### config.mk
export PLATFORM = sky130hd
export DESIGN_NAME = dfe_offset_cal_ctrl
export DESIGN_NICKNAME = d
export VERILOG_FILES = /design/src/rtl/dfe_offset_cal_ctrl.sv
export SDC_FILE = /design/constraint.sdc
export NUM_CORES = 1
export LEC_CHECK = 0
export ABC_CLOCK_PERIOD_IN_PS = 4400
export BUFFER_PORTS_ARGS = -buffer_cell sky130_fd_sc_hd__buf_2
export CAP_MARGIN = 20
export CORE_MARGIN = 2
export CORE_UTILIZATION = 50
export CTS_BUF_LIST = sky130_fd_sc_hd__clkbuf_2
export DETAILED_ROUTE_END_ITERATION = 10
export PLACE_DENSITY_LB_ADDON = 0.12
export SKIP_LAST_GASP = 1
export SLEW_MARGIN = 20
export SYNTH_ARGS = -nofsm -noshare
export SYNTH_HDL_FRONTEND = slang
export SYNTH_SLANG_ARGS = --single-unit
### constraint.sdc
create_clock -name CLK -period 4.4 [get_ports CLK]
set_input_delay 0.44 -clock CLK [delete_from_list [all_inputs] [get_ports CLK]]
set_output_delay 0.44 -clock CLK [all_outputs]
set_load 0.02 [all_outputs]
### src/rtl/dfe_offset_cal_ctrl.sv
// DFE ADC offset calibration sequencer: 3-bit successive-approximation trim of four interleaved channels.
// Optional feature macro DFE_CAL_SAT_FLAG_EN adds SAT_FLAG, flagging channels whose final trim railed.
module dfe_offset_cal_ctrl #(
  parameter int SETTLE_CYC = 16,
  parameter int ACC_LOG2   = 6
) (
  input  logic       CLK,
  input  logic       RES,
  input  logic       START,
  input  logic [5:0] IN_DFE_1_p,
  input  logic [5:0] IN_DFE_1_n,
  input  logic [5:0] IN_DFE_2_p,
  input  logic [5:0] IN_DFE_2_n,
  input  logic [5:0] IN_DFE_3_p,
  input  logic [5:0] IN_DFE_3_n,
  input  logic [5:0] IN_DFE_4_p,
  input  logic [5:0] IN_DFE_4_n,
  output logic [2:0] dc_off_adc1,
  output logic [2:0] dc_off_adc2,
  output logic [2:0] dc_off_adc3,
  output logic [2:0] dc_off_adc4,
  output logic [1:0] CH_SEL,
  output logic       BUSY,
  output logic       CAL_DONE,
  output logic       ENABLE_DFE
`ifdef DFE_CAL_SAT_FLAG_EN
  ,
  output logic [3:0] SAT_FLAG
`endif
);

  localparam int N       = 1 << ACC_LOG2;
  localparam int ACC_W   = 7 + ACC_LOG2;
  localparam int CNT_MAX = (SETTLE_CYC > N) ? SETTLE_CYC : N;
  localparam int CNT_W   = $clog2(CNT_MAX + 1);
  localparam logic [CNT_W-1:0] SETTLE_LAST = CNT_W'((SETTLE_CYC > 0) ? SETTLE_CYC - 1 : 0);
  localparam logic [CNT_W-1:0] ACC_LAST    = CNT_W'(N - 1);

  typedef enum logic [2:0] {S_IDLE, S_SETTLE, S_ACCUM, S_DECIDE, S_DONE} state_t;

  function automatic logic signed [6:0] chan_diff(input logic [5:0] p, input logic [5:0] n);
    return $signed({1'b0, p}) - $signed({1'b0, n});
  endfunction

  // With no settling time a trial starts directly in ACCUM.
  function automatic state_t trial_entry();
    if (SETTLE_CYC > 0) return S_SETTLE;
    return S_ACCUM;
  endfunction

  state_t                   state, state_nx;
  logic [CNT_W-1:0]         cnt;
  logic [1:0]               ch, ch_nx;
  logic [1:0]               bit_idx, bit_nx;
  logic [2:0]               code    [4];
  logic [2:0]               code_nx [4];
  logic signed [6:0]        diff_p0;
  logic signed [ACC_W-1:0]  acc_p1;
  logic                     acc_pos;
  logic                     en_r;

  always_comb begin
    diff_p0 = '0;
    case (ch)
      2'd0:    diff_p0 = chan_diff(IN_DFE_1_p, IN_DFE_1_n);
      2'd1:    diff_p0 = chan_diff(IN_DFE_2_p, IN_DFE_2_n);
      2'd2:    diff_p0 = chan_diff(IN_DFE_3_p, IN_DFE_3_n);
      default: diff_p0 = chan_diff(IN_DFE_4_p, IN_DFE_4_n);
    endcase
  end

  assign acc_pos = !acc_p1[ACC_W-1] && (acc_p1 != '0);

  always_ff @(posedge CLK) begin
    if (RES) state <= S_IDLE;
    else     state <= state_nx;
  end

  always_comb begin
    state_nx = state;
    ch_nx    = ch;
    bit_nx   = bit_idx;
    for (int k = 0; k < 4; k++) code_nx[k] = code[k];
    BUSY     = (state != S_IDLE);
    CAL_DONE = (state == S_DONE);
    case (state)
      S_IDLE: begin
        if (START) begin
          state_nx = trial_entry();
          ch_nx    = 2'd0;
          bit_nx   = 2'd2;
          for (int k = 0; k < 4; k++) code_nx[k] = 3'd0;
          code_nx[0] = 3'b100;
        end
      end
      S_SETTLE: if (cnt == SETTLE_LAST) state_nx = S_ACCUM;
      S_ACCUM:  if (cnt == ACC_LAST) state_nx = S_DECIDE;
      S_DECIDE: begin
        // A zero sum counts as "not above": the trial bit is dropped on a tie.
        if (!acc_pos) code_nx[ch][bit_idx] = 1'b0;
        if (bit_idx != 2'd0) begin
          bit_nx = bit_idx - 2'd1;
          code_nx[ch][bit_idx - 2'd1] = 1'b1;
          state_nx = trial_entry();
        end else if (ch != 2'd3) begin
          ch_nx  = ch + 2'd1;
          bit_nx = 2'd2;
          code_nx[ch + 2'd1] = 3'b100;
          state_nx = trial_entry();
        end else begin
          state_nx = S_DONE;
        end
      end
      S_DONE:  state_nx = S_IDLE;
      default: state_nx = S_IDLE;
    endcase
  end

  always_ff @(posedge CLK) begin
    if (RES) begin
      cnt     <= '0;
      ch      <= 2'd0;
      bit_idx <= 2'd2;
      en_r    <= 1'b0;
      for (int k = 0; k < 4; k++) code[k] <= 3'd0;
    end else begin
      cnt     <= (state_nx != state || state == S_IDLE) ? '0 : cnt + CNT_W'(1);
      ch      <= ch_nx;
      bit_idx <= bit_nx;
      for (int k = 0; k < 4; k++) code[k] <= code_nx[k];
      if (state == S_IDLE && START)                     en_r <= 1'b0;
      else if (state == S_DECIDE && state_nx == S_DONE) en_r <= 1'b1;
    end
  end

  // Accumulate stage: p1 holds the running sum; cleared whenever not accumulating.
  always_ff @(posedge CLK) begin
    if (state == S_ACCUM) acc_p1 <= acc_p1 + ACC_W'(diff_p0);
    else                  acc_p1 <= '0;
  end

`ifdef DFE_CAL_SAT_FLAG_EN
  function automatic logic railed(input logic [2:0] c);
    return (c == 3'd0) || (c == 3'd7);
  endfunction

  logic [3:0] sat_r;

  always_ff @(posedge CLK) begin
    if (RES)                          sat_r <= 4'd0;
    else if (state == S_IDLE && START) sat_r <= 4'd0;
    else if (state == S_DECIDE && state_nx == S_DONE)
      sat_r <= {railed(code_nx[3]), railed(code_nx[2]), railed(code_nx[1]), railed(code_nx[0])};
  end

  assign SAT_FLAG = sat_r;
`endif

  assign dc_off_adc1 = code[0];
  assign dc_off_adc2 = code[1];
  assign dc_off_adc3 = code[2];
  assign dc_off_adc4 = code[3];
  assign CH_SEL      = ch;
  assign ENABLE_DFE  = en_r;

endmodule
==> flow_summary.ini <==
[run_status]
status = completed

[logic_synthesis]
synth_mux_area_share_pct = 2.09
async_flop_share_pct = 0
synth_top_area_share_pct = 23.9
synth_top_family_by_area = compound AO/OA/AOI/OAI gates
syn_area_per_cell_sq_um = 7.95
synth_xor_area_share_pct = 5.48
synthTopCellsByCount = 46 x ha_1, 43 x a21oi_1, 42 x inv_1
mappedNetlistNets = 524
yosys.area_share.simple_pct = 18.8
synth_edf_count = 0
synth_area_leaders = dfxtp_1 24%, ha_1 17%, a21oi_1 6.4%, inv_1 4.7%, o21ai_0 4.0%
ys_warn_count = 0
ys_seq_elements = 40
synth_seq_area_share_pct = 23.9
synth_ff_type = dfxtp_1
synth_compound_area_share_pct = 23.3
yosys.area.top_type = dfxtp_1
synth_area_sq_um = 3360
synth_cells = 422
synth_cell_types = 49
yosysMostFrequentCell = ha_1
synth_fa_ha_area_share_pct = 20.1

[cells_and_area]
fillers = 618
drive_gt1_share_pct = 17.3
antennaDiodeCount = 0
final_net_count = 587
syn_to_final_growth_pct = 13.5

[cts]
cts_tree = done
root_buffer = clkbuf_2
path_clk_slew_ns = 0.22
cts_buffer_depth = 2
cts_buffers = 5
clock-sinks = 40
clock_latency_ns = 0.40
cts-hold-fix-buffers = 0
post_cts_buffers = 0
cts-htree-levels = 2
post_cts_resized = 0

[routing]
totalWireLength_um = 7870
vias_per_cell = 5.57
wire_per_inst_um = 14.0
postRouteAntennaNets = 0
drcViolationCount = 0
drtIter0Drc = 138
vias = 3135
dr.pass1.iters = 6

[global_route]
overflow = 0
grt_usage_pct = 21.3
grt_max_degree = 21
grt_pass1_wl_um = 12900
antenna_found_initial = 0
grt_pass1_vias = 2862

[sta]
final_max_slew_viol_count = 0
worstMarginPinSlew_ns = 0.840
final_hold_viol_count = 0
fin_crit_sh_pct = 83.6
fmax_ghz = 0.272
rsz0062_at_grt = no
fin_crit_ns = 3.68
tns_ns = 0
skew_ns = 0.00950
hold_slack_ns = 0.348
relSlewSlack_pct = 44.0
setup_viol = 0

[floorplanning]
fp.dieW_um = 85.9
placementRows = 29
coreArea_sq_um = 6420
ioPinCount = 68
die_h_um = 85.9
dieArea_sq_um = 7380
start_util_pct = 52.3

[critical_path]
cp_max_fo = 16
cp_slowest_cell = dfxtp_1
critPathKind = register to register
cp_cell_sequence = inv_1 > ha_1 > inv_1 > o22ai_1 > nor3_1 > a21oi_1 > ha_1 > fa_1 > a21o_1 > a221oi_1 > a21oi_1 > a311oi_1 > nand2b_1 > mux2i_1
worstPathRequired_ns = 4.73
slowest_delay_ns = 0.46
cp-end-kind = register
cp.arrival_ns = 4.01
cp-start-kind = register

[power_and_ir_drop]
p_per_area_nw_per_um2 = 216
totalPowerFinal_w = 0.000825
ir_worst_vdd_mv = 0.129
power.leakage_nw = 1.85

[place]
port_buffers = 67
place_hpwl_um = 6160
place_congestion = 0.920

[hold_path]
hold_path_class = input pin to register

[flow_run]
drv_cap = 0
worst paths after layout:
path / start / end / slack (ns) / cells past startpoint
min reg2reg: cnt[0]$_SDFF_PP0_ / cnt[0]$_SDFF_PP0_ / 0.47 / 1
max: CH_SEL[0]$_SDFFE_PP0P_ / acc_p1[12]$_SDFF_PN0_ / 0.72 / 14
max reg2reg: CH_SEL[0]$_SDFFE_PP0P_ / acc_p1[12]$_SDFF_PN0_ / 0.72 / 14
min: START / CH_SEL[0]$_SDFFE_PP0P_ / 0.35 / 4
cell families after synthesis:
group	Yosys count
AO/OA/AOI/OAI	126
AND/OR/NAND/NOR	123
buffers and inverters	54
multiplexers	7
flip-flops	40
adder cells (fa/ha/maj)	51
XOR/XNOR	21
per-layer routing:
layer / wire length (um) / global-route usage [%] / vias up
met1: 3710 / 29.0 / 1436
met3: 375 / 3.56 / 5
met2: 3740 / 35.0 / 69
li1: - / - / 1625
met4: 47 / 5.19 / 0
met5: 0 / 0 / -
where the power goes:
part           internal, W  total [W]  switching [W]
Combinational     0.000102   0.000228       0.000126
Clock            0.0000955   0.000229       0.000133
Sequential        0.000366   0.000368     0.00000202
Total             0.000563   0.000825       0.000261
metrics by stage:
step,std cells,area [sq um],util (%),worst slack [ns]
floorplan,422,3360,-,1.01
global placement,555,3740,58.3,0.671
detailed placement,555,3740,58.3,0.584
CTS,563,3810,59.3,0.774
global route,563,3810,59.3,0.377
finish,563,3810,59.3,0.723
critical path: cells and delay by family, from the launching register on:
kind / cells / cell delay (ns)
adder cells (fa/ha/maj): 3 / 1.08
AO/OA/AOI/OAI: 6 / 1.34
multiplexers: 1 / 0.05
AND/OR/NAND/NOR: 2 / 0.35
buffers and inverters: 2 / 0.30
flip-flops: 1 / 0.46
placed cells by master, fill, tap and decap left out, types with 14 or more instances in the layout:
master / Yosys / layout
nor2_1: 30 / 30
a21o_1: 17 / 17
xor2_1: 14 / 14
dfxtp_1: 40 / 40
buf_2: 0 / 67
nand2_1: 23 / 23
o21ai_0: 27 / 27
inv_1: 42 / 42
a21oi_1: 43 / 43
ha_1: 46 / 46
sequential cells by signal, summed over array words and instances, names as in the netlist:
name and cells:
CH_SEL 2, state 3, ENABLE_DFE 1, cnt 7, acc_p1 13, bit_idx 2, code 12
final cells by class:
class	count	area, sq um	share of cell area [%]
clock buffer	5	25.0	0.657
clock inverter	3	42.5	1.12
inverter	42	158	4.14
multi-input combinational	328	2340	61.5
sequential	40	801	21.0
tap	77	96.3	2.53
timing repair buffer	68	343	9.00
(Power assumes the default switching activity.)
